`src/rtl/cpu_pkg.sv`:
```
// Shared CPU definitions: internal-bus destination codes and the ZHI/ZLO
// writeback sequencer state encoding.
package cpu_pkg;

    // Destination tags carried alongside each word on the internal bus
    localparam logic [1:0] DEST_RZ = 2'b00;
    localparam logic [1:0] DEST_LO = 2'b01;
    localparam logic [1:0] DEST_HI = 2'b10;

    typedef enum logic [1:0] {
        IDLE     = 2'b00,
        DRIVE_LO = 2'b01,
        DRIVE_HI = 2'b10
    } zseq_state_t;

endpackage

```
`src/rtl/reg32.sv`:
```
// 32-bit load-enable register with synchronous active-high clear.
module reg32 (
    input  logic        clock,
    input  logic        clear,
    input  logic        en,
    input  logic [31:0] d,
    output logic [31:0] q
);

    // Clear wins over load; otherwise hold unless enabled
    always_ff @(posedge clock) begin
        if (clear) begin
            q <= 32'd0;
        end else if (en) begin
            q <= d;
        end
    end

endmodule

```
`src/rtl/z_hilo_sequencer.sv`:
```
// Writeback stage for 64-bit ALU results: latches the result into ZHI/ZLO and
// drives it onto the 32-bit bus (LO then HI for wide ops, Rz only for narrow
// ops). Aborts with timeout_err when a word waits GRANT_TIMEOUT cycles.
module z_hilo_sequencer
    import cpu_pkg::*;
#(
    parameter int unsigned GRANT_TIMEOUT = 15
) (
    input  logic        clock,
    input  logic        clear,
    input  logic        in_valid,
    output logic        in_ready,
    input  logic [63:0] in_result,
    input  logic        in_wide,
    input  logic        bus_grant,
    output logic        bus_drive,
    output logic [31:0] bus_out,
    output logic [1:0]  bus_dest,
    output logic        done,
    output logic        timeout_err,
    output logic        flag_n,
    output logic        flag_z
);

    localparam int unsigned CntW = $clog2(GRANT_TIMEOUT + 1);
    // Abort on the ungranted cycle that would bring the count to GRANT_TIMEOUT,
    // so the counter never needs to hold more than GRANT_TIMEOUT-1
    localparam logic [CntW-1:0] CntLast = CntW'(GRANT_TIMEOUT - 1);

    zseq_state_t     state_q, state_d;
    logic [CntW-1:0] cnt_q, cnt_d;
    logic            wide_q, wide_d;
    logic            flag_n_q, flag_n_d;
    logic            flag_z_q, flag_z_d;
    logic            done_q, done_d;
    logic            tmo_q, tmo_d;
    logic            load;
    logic [31:0]     zhi, zlo;

    reg32 u_zhi (
        .clock (clock),
        .clear (clear),
        .en    (load),
        .d     (in_result[63:32]),
        .q     (zhi)
    );

    reg32 u_zlo (
        .clock (clock),
        .clear (clear),
        .en    (load),
        .d     (in_result[31:0]),
        .q     (zlo)
    );

    // State, counter, flags and registered pulses
    always_ff @(posedge clock) begin
        if (clear) begin
            state_q  <= IDLE;
            cnt_q    <= '0;
            wide_q   <= 1'b0;
            flag_n_q <= 1'b0;
            flag_z_q <= 1'b0;
            done_q   <= 1'b0;
            tmo_q    <= 1'b0;
        end else begin
            state_q  <= state_d;
            cnt_q    <= cnt_d;
            wide_q   <= wide_d;
            flag_n_q <= flag_n_d;
            flag_z_q <= flag_z_d;
            done_q   <= done_d;
            tmo_q    <= tmo_d;
        end
    end

    // Next-state: accept in IDLE, advance on grant, abort on expired wait
    always_comb begin
        state_d  = state_q;
        cnt_d    = cnt_q;
        wide_d   = wide_q;
        flag_n_d = flag_n_q;
        flag_z_d = flag_z_q;
        done_d   = 1'b0;
        tmo_d    = 1'b0;
        load     = 1'b0;
        case (state_q)
            IDLE: begin
                if (in_valid) begin
                    load    = 1'b1;
                    wide_d  = in_wide;
                    cnt_d   = '0;
                    state_d = DRIVE_LO;
                    if (in_wide) begin
                        flag_n_d = in_result[63];
                        flag_z_d = (in_result == 64'd0);
                    end else begin
                        flag_n_d = in_result[31];
                        flag_z_d = (in_result[31:0] == 32'd0);
                    end
                end
            end
            DRIVE_LO, DRIVE_HI: begin
                // Grant is checked first so it wins over a coincident timeout
                if (bus_grant) begin
                    cnt_d = '0;
                    if (state_q == DRIVE_LO && wide_q) begin
                        state_d = DRIVE_HI;
                    end else begin
                        state_d = IDLE;
                        done_d  = 1'b1;
                    end
                end else if (cnt_q == CntLast) begin
                    cnt_d   = '0;
                    state_d = IDLE;
                    tmo_d   = 1'b1;
                end else begin
                    cnt_d = cnt_q + CntW'(1);
                end
            end
            default: begin
                state_d = IDLE;
                cnt_d   = '0;
            end
        endcase
    end

    // Moore outputs decoded from registered state only
    always_comb begin
        in_ready  = 1'b0;
        bus_drive = 1'b0;
        bus_out   = 32'd0;
        bus_dest  = DEST_RZ;
        case (state_q)
            IDLE: begin
                in_ready = 1'b1;
            end
            DRIVE_LO: begin
                bus_drive = 1'b1;
                bus_out   = zlo;
                bus_dest  = wide_q ? DEST_LO : DEST_RZ;
            end
            DRIVE_HI: begin
                bus_drive = 1'b1;
                bus_out   = zhi;
                bus_dest  = DEST_HI;
            end
            default: begin
                in_ready = 1'b0;
            end
        endcase
    end

    assign done        = done_q;
    assign timeout_err = tmo_q;
    assign flag_n      = flag_n_q;
    assign flag_z      = flag_z_q;

endmodule
```
`config.mk`:
```
export PLATFORM = sky130hd
export DESIGN_NAME = z_hilo_sequencer
export DESIGN_NICKNAME = d
export VERILOG_FILES = /design/src/rtl/cpu_pkg.sv /design/src/rtl/reg32.sv /design/src/rtl/z_hilo_sequencer.sv
export SDC_FILE = /design/constraint.sdc
export NUM_CORES = 1
export LEC_CHECK = 0
export CORE_MARGIN = 2
export CORE_UTILIZATION = 50
export CTS_CLUSTER_DIAMETER = 100
export DETAILED_ROUTE_END_ITERATION = 7
export DONT_BUFFER_PORTS = 1
export GPL_TIMING_DRIVEN = 0
export PLACE_DENSITY = 0.71
export RECOVER_POWER = 25
export SYNTH_ARGS = -nofsm -noshare
export SYNTH_HDL_FRONTEND = slang
export SYNTH_HIERARCHICAL = 1
export SYNTH_SLANG_ARGS = --single-unit
```
`constraint.sdc`:
```
create_clock -name clock -period 1.96 [get_ports clock]
set_input_delay 0.392 -clock clock [delete_from_list [all_inputs] [get_ports clock]]
set_output_delay 0.392 -clock clock [all_outputs]
set_load 0.005 [all_outputs]
```
After elaboration in Yosys (flattened, before gate mapping)
Cells that the tools add are included.
{"block": "totals", "ff_bits": 75, "input_bits": 69, "output_inout_bits": 40, "wordCells": 46}
{"block": "op_classes", "add_sub_neg": 1, "eq_ne": 5, "muxes": 20, "bitwise": 2, "n_reduce_logical": 9}
{"cell": "zero test 64 bit", "n": 1}
{"cell": "case mux 32 bit (2 select lines)", "n": 1}
{"cell": "zero test 32 bit", "n": 1}
{"cell": "two-way mux 4 bit", "n": 3}
{"cell": "two-way mux 1 bit", "n": 9}
{"cell": "two-way mux 2 bit", "n": 4}
{"cell": "case mux 2 bit (2 select lines)", "n": 2}
{"cell": "case mux 4 bit (2 select lines)", "n": 1}
{"cell": "OR reduction 3 bit", "n": 2}
{"cell": "adder 4 x 1 -> 4 bit, second input constant", "n": 1}
{"cell": "== test 4 bit, second input constant", "n": 1}
{"cell": "AND reduction 2 bit", "n": 2}
{"cell": "inequality test 3 x 1 -> 1 bit, second input constant", "n": 1}
{"cell": "== test 2 x 1 -> 1 bit, second input constant", "n": 1}
{"cell": "== test 2 bit, second input constant", "n": 1}
{"cell": "zero test 2 bit", "n": 1}
{"cell": "inequality test 2 bit, second input constant", "n": 1}
{"cell": "inverter 1 bit", "n": 2}
{"cell": "OR reduction 2 bit", "n": 1}
{"cell": "logical AND 1 bit", "n": 1}

Depth between registers and ports, before layout
{"block": "depth", "word_depth": 5, "ltp_mapped": 8, "depth_no_buf": 6}

Modules after synthesis
Netlist, hierarchy kept.
{"module": "reg32", "instances": 2, "cells_each": 103, "area_each_um2": 1163.6, "seq_area_each_um2": 640.6}
{"module": "z_hilo_sequencer", "instances": 1, "cells_each": 152, "area_each_um2": 1138.6, "seq_area_each_um2": 220.2}

Worst setup path before layout
OpenSTA, ideal clock, no wires.
{"block": "synth_path", "path_type": "reg-to-output", "from": "reg state_q[1]", "to": "out bus_out[10]", "arrival_time_ns": 1.290, "setup_slack_ns": 0.278, "path_stages_with_launch": 7, "n_path_buf": 2, "cell_sequence": "dfxtp_1 > inv_1 > ha_1 > clkbuf_1 > clkbuf_1 > a22oi_1 > nor2b_1"}
{"block": "synth_via", "elab_chain_len": 2, "word_cells_on_any_way": 3, "cone_classes": "eq/ne: 2; mux: 1"}
{"item": "start: declaration", "line_no": "z_hilo_sequencer.sv:30", "rtl": "zseq_state_t state_q, state_d;"}
{"item": "start signal: assignment", "line_no": "z_hilo_sequencer.sv:67", "rtl": "state_q <= state_d;"}
{"item": "== test 2 bit / == test 2 x 1 -> 1 bit (equally long branches)", "line_no": "z_hilo_sequencer.sv:134", "rtl": "case (state_q)"}
{"item": "case mux 32 bit (2 select lines) *", "line_no": "z_hilo_sequencer.sv:134"}
{"item": "end: declaration", "line_no": "z_hilo_sequencer.sv:17", "rtl": "output logic [31:0] bus_out,"}
Every way passes the cells marked *; elsewhere a longest branch is shown, timed or not.

Final worst setup path
{"block": "layout_path", "from": "reg state_q[0]", "to": "out bus_out[6]"}
Same word-level chain as after synthesis.

==> run metrics <==
hold slack=0.108 ns; synth-to-layout area growth=12.7%; clk buf depth=2; Seq/Total Area, Yosys=43.3%; GP Congestion=0.766; critical path, cell by cell=inv_2, ha_4, clkbuf_8, nor2b_2; Hold Crit Depth=1; r2r startpoint=state_q[0]; Fin. Hold Viols=0; I/O pin count=109; Global Route Usage Sum=24.2%; Slew Viols, Final=0; Port Buffers=0; crit path from=state_q[0]; CTS H-tree depth=3; dpl hpwl=6590 um; latest clock arrival within the worst-skew pair=0.35 ns; # DRC=0; total power=0.00341 W; Crit path largest cell delay=0.37 ns; Hold WC Path Type=in -> reg; period utilization=97.3%; grt ovf=0; clock transition at the registers of the reported paths=0.08 ns; Nets=445; setup ws final=0.0530 ns; vias in the first global route=2630; DIE AREA=7610 sq um; top post-synthesis cells by area=dfxtp_1, mux2i_1, nor2_1, a22oi_1, nor2b_1; Yosys warnings=6; post-route cell area=3910 sq um; largest net degree at the start of global routing=18; Rows=30; FF+latch area=1500 sq um; Crit Path Max Fanout=10; Mapped Cells=358; Die Ht=87.3 um; Via Count=2608; clock sinks=75; synth cell count leaders=dfxtp_1, nor2_1, mux2i_1, nor2b_1, a22oi_1; Peak VDD IR=434 uV; DRT Pass-1 Iters=4; count leader, synth=dfxtp_1; Die X=87.3 um; initial antenna violation count=0; Placed Cells=438; outcome=complete, no violations; root buf cell=clkbuf_8; CP startpoint kind=register; post-synthesis register bit count=75; Yosys top cell by area=dfxtp_1; asr flop ratio synth=0%; FILL cells=608; ant diodes=0; worst hold start=clear; Initial Util=51.3%; Avg Synthesized Cell Area=9.68 sq um; CP Capture Type=output pin; drt total wl=8970 um; unrepaired setup endpoints after global routing=true; worst r2r path cells=7; post-synth top area share=43.3%; post-DR vias/cell=5.74; Non-Filler Instances=454; Main synth FF type=dfxtp_1; reg-to-reg slack, setup=0.17 ns; Synth cell types=28; layout cell share with drive strength beyond 1=16.6%; Num CTS Buffers=9; footprint of the multi-input gates=1840 sq um; PD cells=874 nW/um^2; Achievable Freq=0.524 GHz; measured slew at the worst slew-check pin=0.510 ns; initial drt markers=129; dpl ws=-0.178 ns; ANT nets after route=0; CP required=1.57 ns; Fin Clk Skew=0.00993 ns; instance area after placement=3570 sq um; global-route wire length before repair=13900 um; LEAKAGE=1.47 nW; # setup viols final=0; hold_buf cts=0; Post-synth EDFFs=0; Crit Path Class=reg -> out; synthesized area=3470 sq um; arrival time at the worst endpoint=1.51 ns; Max Cap Violations=0; Mapped Nets=434; area of the core=6760 sq um; post-layout min period=1.91 ns; slew margin rel.=66.0%; Crit-path slowest cell=dfxtp_2; Routed wire per std cell=19.8 um; TritonCTS clock tree=built
[layout make-up]
cell class,instances,share of cell area [%]
Buffer,24,6.63
Inverter,5,0.481
Clock buffer,11,3.62
Sequential cell,75,38.5
Clock inverter,5,0.961
Tap cell,80,2.56
Timing Repair Buffer,1,0.128
Multi-Input combinational cell,253,47.1
[metrics by stage]
stage	util [%]	setup TNS, ns
global route	57.8	-0.0241
CTS	57.1	0
finish	57.8	0
detailed placement	52.8	-3.14
global placement	52.8	-2.51
floorplan	-	0
[repair_timing]
action,4_1_cts,5_1_grt
resized for setup,40,21
pin swaps,0,1
gates cloned,0,0
setup buffers,0,1
setup endpoints to repair,31,28
[layer usage]
| metal | track usage [%] | share of wire [%] | wire, um |
|---|---|---|---|
| met2 | 40.2 | 50 | 4460 |
| met3 | 7.68 | 7.2 | 649 |
| met5 | 0 | 0 | 0 |
| met4 | 6.71 | 1.1 | 95 |
| met1 | 30.1 | 42 | 3770 |
[power by group]
| part | switching (W) | leakage, nW | total, W | internal, W |
|---|---|---|---|---|
| registers | 0.0000680 | 0.617 | 0.00171 | 0.00164 |
| clock network | 0.000584 | 0.0859 | 0.00108 | 0.000499 |
| logic | 0.000309 | 0.762 | 0.000624 | 0.000315 |
[cells by family after synthesis]
group / Yosys count / synth area share (%)
AND/OR/NAND/NOR: 137 / 19.3
flip-flops: 75 / 43.3
multiplexers: 66 / 19.1
AO/OA/AOI/OAI: 40 / 8.52
buffers and inverters: 30 / 6.50
adder cells (fa/ha/maj): 7 / 2.53
XOR/XNOR: 3 / 0.758
[worst max-delay path, delay by kind of cell, from the launching register on]
family | cells | cell delay [ns]
fa+ha+maj | 1 | 0.34
buf+inv | 2 | 0.28
flops | 1 | 0.37
simple gates | 1 | 0.19
[cells in the final DEF, fill, tap and decap left out, types with 4 or more instances in the layout]
| master | synthesis | layout |
|---|---|---|
| a22oi_1 | 32 | 30 |
| nand4_1 | 4 | 4 |
| clkbuf_8 | 0 | 13 |
| nor2b_1 | 33 | 14 |
| dfxtp_1 | 75 | 73 |
| ha_1 | 7 | 4 |
| buf_12 | 6 | 6 |
| nand3_1 | 4 | 4 |
| mux2i_1 | 66 | 66 |
| clkbuf_1 | 17 | 8 |
| nor2b_2 | 0 | 18 |
| buf_4 | 0 | 5 |
| nand2_1 | 4 | 4 |
| nor2_1 | 70 | 70 |
| nor4_1 | 14 | 14 |
[flip-flops by register name, summed over array words and instances, names as in the netlist]
| register | count |
|---|---|
| flag_z | 1 |
| wide_q | 1 |
| timeout_err | 1 |
| cnt_q | 4 |
| u_zlo/q | 32 |
| flag_n | 1 |
| u_zhi/q | 32 |
| state_q | 2 |
| done | 1 |
[final timing paths]
kind	endpoint
min reg2reg	done
max reg2reg	cnt_q[1]
max	bus_out[6]
min	u_zlo/q[29]
Note: power is estimated with default switching activity, not from simulation.
